**config.mk**
```make
export PLATFORM = sky130hd
export DESIGN_NAME = sramlike_axi_bridge
export DESIGN_NICKNAME = d
export VERILOG_FILES = /design/src/rtl/sramlike_axi_bridge_pkg.sv /design/src/rtl/sramlike_wstrb_gen.sv /design/src/rtl/sramlike_axi_bridge.sv
export SDC_FILE = /design/constraint.sdc
export NUM_CORES = 1
export LEC_CHECK = 0
export BUFFER_PORTS_ARGS = -buffer_cell sky130_fd_sc_hd__buf_2
export CORE_AREA = 2 2 150 152
export DETAILED_ROUTE_END_ITERATION = 16
export DIE_AREA = 0 0 152 154
export SKIP_LAST_GASP = 1
export SLEW_MARGIN = 20
export SYNTH_ARGS = -nofsm -noshare
export SYNTH_HDL_FRONTEND = slang
export SYNTH_SLANG_ARGS = --single-unit
export TNS_END_PERCENT = 50
```
**constraint.sdc**
```tcl
create_clock -name clk -period 2.1 [get_ports clk]
set_input_delay 0.21 -clock clk [delete_from_list [all_inputs] [get_ports clk]]
set_output_delay 0.21 -clock clk [all_outputs]
set_load 0.01 [all_outputs]
```
**src/rtl/sramlike_axi_bridge_pkg.sv**
```systemverilog
// Shared definitions for the SRAM-like to AXI3 bridge: FSM state codes,
// AXI field constants, default IDs and the latched-request record.
package sramlike_axi_bridge_pkg;

  localparam logic [2:0] ST_IDLE    = 3'd0;
  localparam logic [2:0] ST_RD_ADDR = 3'd1;
  localparam logic [2:0] ST_RD_DATA = 3'd2;
  localparam logic [2:0] ST_WR_REQ  = 3'd3;
  localparam logic [2:0] ST_WR_RESP = 3'd4;

  localparam logic [1:0] BURST_INCR = 2'b01;
  localparam logic [1:0] SIZE_BYTE  = 2'b00;
  localparam logic [1:0] SIZE_HALF  = 2'b01;
  localparam logic [1:0] SIZE_WORD  = 2'b10;

  localparam logic [3:0] DEF_INST_ID = 4'd0;
  localparam logic [3:0] DEF_DATA_ID = 4'd1;

  localparam logic OWNER_INST = 1'b0;
  localparam logic OWNER_DATA = 1'b1;

  typedef struct packed {
    logic        owner;
    logic [1:0]  size;
    logic [31:0] addr;
    logic [31:0] wdata;
  } req_t;

endpackage

```
**src/rtl/sramlike_wstrb_gen.sv**
```systemverilog
// Byte-lane strobe for a single-beat write from transfer size and address
// low bits; purely combinational.
module sramlike_wstrb_gen
  import sramlike_axi_bridge_pkg::*;
(
  input  logic [1:0] size,
  input  logic [1:0] addr_lo,
  output logic [3:0] wstrb
);

  always_comb begin
    wstrb = 4'b1111;
    case (size)
      SIZE_BYTE: wstrb = 4'b0001 << addr_lo;
      SIZE_HALF: wstrb = addr_lo[1] ? 4'b1100 : 4'b0011;
      default:   wstrb = 4'b1111;
    endcase
  end

endmodule

```
**src/rtl/sramlike_axi_bridge.sv**
```systemverilog
// Arbitrates instruction/data SRAM-like requests onto one AXI3 master port,
// single-beat, one transaction in flight; data side wins ties.
module sramlike_axi_bridge
  import sramlike_axi_bridge_pkg::*;
#(
  parameter logic [3:0] INST_ID = DEF_INST_ID,
  parameter logic [3:0] DATA_ID = DEF_DATA_ID
) (
  input  logic        clk,
  input  logic        rst,

  input  logic        inst_req,
  input  logic [31:0] inst_addr,
  output logic [31:0] inst_rdata,
  output logic        inst_addr_ok,
  output logic        inst_data_ok,

  input  logic        data_req,
  input  logic        data_wr,
  input  logic [1:0]  data_size,
  input  logic [31:0] data_addr,
  input  logic [31:0] data_wdata,
  output logic [31:0] data_rdata,
  output logic        data_addr_ok,
  output logic        data_data_ok,

  output logic [3:0]  arid,
  output logic [31:0] araddr,
  output logic [7:0]  arlen,
  output logic [2:0]  arsize,
  output logic [1:0]  arburst,
  output logic [1:0]  arlock,
  output logic [3:0]  arcache,
  output logic [2:0]  arprot,
  output logic        arvalid,
  input  logic        arready,

  input  logic [3:0]  rid,
  input  logic [31:0] rdata,
  input  logic [1:0]  rresp,
  input  logic        rlast,
  input  logic        rvalid,
  output logic        rready,

  output logic [3:0]  awid,
  output logic [31:0] awaddr,
  output logic [7:0]  awlen,
  output logic [2:0]  awsize,
  output logic [1:0]  awburst,
  output logic [1:0]  awlock,
  output logic [3:0]  awcache,
  output logic [2:0]  awprot,
  output logic        awvalid,
  input  logic        awready,

  output logic [3:0]  wid,
  output logic [31:0] wdata,
  output logic [3:0]  wstrb,
  output logic        wlast,
  output logic        wvalid,
  input  logic        wready,

  input  logic [3:0]  bid,
  input  logic [1:0]  bresp,
  input  logic        bvalid,
  output logic        bready
);

  logic [2:0] state;
  req_t       cur;
  logic       aw_done;
  logic       w_done;
  logic       grant_data;
  logic       grant_inst;
  logic       r_hs;
  logic       b_hs;
  logic       aw_fire;
  logic       w_fire;
  logic       wr_both;
  logic [3:0] cur_id;

  // Responses are single-ID, single-beat and always accepted, so these carry no information.
  logic unused_resp;
  assign unused_resp = &{1'b0, rid, rresp, rlast, bid, bresp};

  assign grant_data   = (state == ST_IDLE) && data_req;
  assign grant_inst   = (state == ST_IDLE) && inst_req && !data_req;
  assign data_addr_ok = grant_data;
  assign inst_addr_ok = grant_inst;

  assign r_hs    = (state == ST_RD_DATA) && rvalid;
  assign b_hs    = (state == ST_WR_RESP) && bvalid;
  assign aw_fire = awvalid && awready;
  assign w_fire  = wvalid && wready;
  assign wr_both = (aw_done || aw_fire) && (w_done || w_fire);

  assign cur_id  = (cur.owner == OWNER_DATA) ? DATA_ID : INST_ID;

  assign arvalid = (state == ST_RD_ADDR);
  assign rready  = (state == ST_RD_DATA);
  assign awvalid = (state == ST_WR_REQ) && !aw_done;
  assign wvalid  = (state == ST_WR_REQ) && !w_done;
  assign bready  = (state == ST_WR_RESP);

  assign arid    = cur_id;
  assign araddr  = cur.addr;
  assign arsize  = {1'b0, cur.size};
  assign arlen   = 8'd0;
  assign arburst = BURST_INCR;
  assign arlock  = 2'd0;
  assign arcache = 4'd0;
  assign arprot  = 3'd0;

  assign awid    = cur_id;
  assign awaddr  = cur.addr;
  assign awsize  = {1'b0, cur.size};
  assign awlen   = 8'd0;
  assign awburst = BURST_INCR;
  assign awlock  = 2'd0;
  assign awcache = 4'd0;
  assign awprot  = 3'd0;

  assign wid     = cur_id;
  assign wdata   = cur.wdata;
  assign wlast   = 1'b1;

  sramlike_wstrb_gen u_wstrb (
    .size    (cur.size),
    .addr_lo (cur.addr[1:0]),
    .wstrb   (wstrb)
  );

  always_ff @(posedge clk) begin
    if (rst) begin
      state        <= ST_IDLE;
      cur          <= '0;
      aw_done      <= 1'b0;
      w_done       <= 1'b0;
      inst_rdata   <= '0;
      data_rdata   <= '0;
      inst_data_ok <= 1'b0;
      data_data_ok <= 1'b0;
    end else begin
      inst_data_ok <= r_hs && (cur.owner == OWNER_INST);
      data_data_ok <= (r_hs && (cur.owner == OWNER_DATA)) || b_hs;
      case (state)
        ST_IDLE: begin
          if (grant_data) begin
            cur   <= '{owner: OWNER_DATA, size: data_size, addr: data_addr, wdata: data_wdata};
            state <= data_wr ? ST_WR_REQ : ST_RD_ADDR;
          end else if (grant_inst) begin
            cur   <= '{owner: OWNER_INST, size: SIZE_WORD, addr: inst_addr, wdata: 32'd0};
            state <= ST_RD_ADDR;
          end
        end
        ST_RD_ADDR: if (arready) state <= ST_RD_DATA;
        ST_RD_DATA: begin
          if (rvalid) begin
            if (cur.owner == OWNER_DATA) data_rdata <= rdata;
            else                         inst_rdata <= rdata;
            state <= ST_IDLE;
          end
        end
        ST_WR_REQ: begin
          // AW and W complete independently; flags clear on exit so the next write starts fresh.
          if (wr_both) begin
            aw_done <= 1'b0;
            w_done  <= 1'b0;
            state   <= ST_WR_RESP;
          end else begin
            aw_done <= aw_done || aw_fire;
            w_done  <= w_done || w_fire;
          end
        end
        ST_WR_RESP: if (bvalid) state <= ST_IDLE;
        default: state <= ST_IDLE;
      endcase
    end
  end

endmodule

```
==> reports/metrics.cfg <==
[run_status]
outcome=finished clean

[synthesis]
synthFlopType=dfxtp_1
seq_area_frac_synth_pct=45.2
ys_top_cells_by_count=dfxtp_1, nand2_1, buf_4, mux2i_1, nor2_1
yosysMostFrequentCell=dfxtp_1
async_flop_share_pct=0
synthCells=653
synth_area_leaders=dfxtp_1, buf_4, mux2i_1, nand2_1, a22o_1
synth_top_area_share_pct=45.2
synth_seq_cells=138
yosys_warnings=0
synth_cell_types=40
avgSynthCellArea_um2=9.36
synth_enable_flop_cells=0
syn_area_mm2=0.00611
yosys.area.top_type=dfxtp_1

[sta]
setup_violations=0
worstMarginPinSlew_ns=0.597
hold_violations=0
drv_slew=0
setup_tns_ns=0
min_period_over_period_pct=85.9
grt_setup_unrepaired=no
clock_skew_ns=0.00927
maxSlewHeadroom_pct=60.2
timing.fmax_mhz=554
post-route-min-period_ns=1.80

[worst_setup_path]
rr_endpoint=wdata[28]
worstSetupEndpointType=output pin
path_class=register to output pin
arrival_ns=1.59
worstSetupStartpointType=register
rr_startpoint=state[1]
cp_data_required_time_ns=1.89
worstRegToRegCells=3
critical_path_peak_fanout=9
r2r_slack_ns=0.43

[clock_tree]
clk_latency_ns=0.41
cts_root_buf=clkbuf_16
ctsLongestPathBuffers=2
cts_resized=0
cts_made_buffers=17
cts_tree=done
cts.sinks=138
ctsHoldBuffers=31
clkSlewWorstSetupHoldPaths_ns=0.06
post_cts_buffers=0
h-tree-depth=4

[cells_and_area]
synthToLayoutAreaGrowth_pct=37.8
seq_area_mm2=0.00276
fin_util_pct=38.8
multi_input_area_mm2=0.00251
fin_cells=1245
drive_gt1_share_pct=39.1
layout.nets=1104
fill_cells=2245

[grt]
grt_pass1_vias=5439
track_usage_pct=15.0
grt_overflow=0
grt_max_degree=65
grt_pass1_wl_mm=28.3
antenna_found_initial=1

[pwr]
ir_drop_mv=0.540
power.density_mw_per_mm2=867
p_leak_nw=4.50

[placed_design]
place_congestion=0.758
place_inst=1181
portBuffers=319
dp_hpwl_mm=13.0

[floorplan]
die_area_mm2=0.0234
rows=54
core-area_mm2=0.0217
io_pins=383
start_util_pct=28.2
dieWidth_um=152
die_h_um=154

[routing]
totalWireLength_mm=17.9
num_vias=5573
dr.pass1.iters=4
drc=0
ant_nets=0
vias_per_cell=4.48
routedWlPerCell_um=14.3
first_iter_violations=230

[worst_hold_path]
worstHoldPathCells=2
whs_endpoint=wdata[18]
holdCritStartpoint=data_wdata[18]
hp-class=primary input to register

[run]
cap_viol_max_count=0

[cell families after synthesis]
family	synth area share [%]
AOI/OAI and AO/OA	15.7
buffers and inverters	16.9
DFF	45.2
muxes	10.8
other	0.123
and+or+nand+nor	11.2
[worst max-delay path: stages, from the launching register on]
cell and delay, ns:
dfxtp_1 0.31, buf_4 0.16, nor3_2 0.34, nand2_1 0.12, nor2_1 0.11, buf_2 0.15
[metrics by stage]
step,hold slack (ns),total power [mW],setup WS (ns),instance area (µm²)
detailed placement,0.423,4.35,0.415,7530
floorplan,0.336,3.96,0.667,6290
global placement,0.419,4.34,0.430,7530
finish,0.0238,7.30,0.295,8420
global route,0.00646,7.68,0.0851,8420
CTS,0.00223,7.44,0.239,8420
[cell usage in the layout, fill, tap and decap left out, drive strengths merged, types with 2 or more instances in the layout]
master,netlist,layout
and3,2,2
o21ai,2,2
o22a,32,32
clkinvlp,0,3
conb,2,50
buf,114,334
a221oi,32,32
dfxtp,138,138
nor3,2,2
dlygate4sd3,0,31
clkinv,0,3
o21bai,4,4
nand2,100,100
and2,2,2
clkbuf,20,17
nor2,45,45
mux2i,64,64
a22o,33,33
a21oi,5,5
inv,39,47
[power breakdown]
group	switching, mW	internal [mW]
logic	0.724	0.614
registers	0.160	2.82
clock network	1.30	1.68
[sequential cells by signal, indices dropped and copies added, names as in the netlist]
register	cells
w_done	1
araddr	32
data_rdata	32
aw_done	1
inst_rdata	32
data_data_ok	1
wdata	32
cur	1
state	3
arsize	2
inst_data_ok	1
[cell type report]
| cell class | count | share of cell area, % |
|---|---|---|
| sequential | 138 | 32.8 |
| multi-input combinational | 390 | 29.8 |
| timing repair buffer | 365 | 24.6 |
| clock buffer | 17 | 5.05 |
| tap | 280 | 4.16 |
| clock inverter | 15 | 1.89 |
| inverter | 39 | 1.74 |
| antenna | 1 | 0.0297 |
[worst max path at each step]
stage,start,cells after the start,endpoint
after floorplan,state[2],5,arsize[0]
after global placement,state[1],3,wdata[29]
after detailed placement,state[1],3,wdata[7]
after CTS,state[2],5,inst_addr_ok
after global routing,state[2],5,inst_addr_ok
final,state[2],5,inst_addr_ok
[per-layer routing]
layer / track usage, % / wire (µm) / up-vias
met1: 16.3 / 6950 / 2578
met2: 25.8 / 8800 / 259
met4: 5.65 / 405 / 0
met5: 0 / 0 / -
li1: - / - / 2708
met3: 6.68 / 1710 / 28
Note: power is estimated with default switching activity, not from simulation.
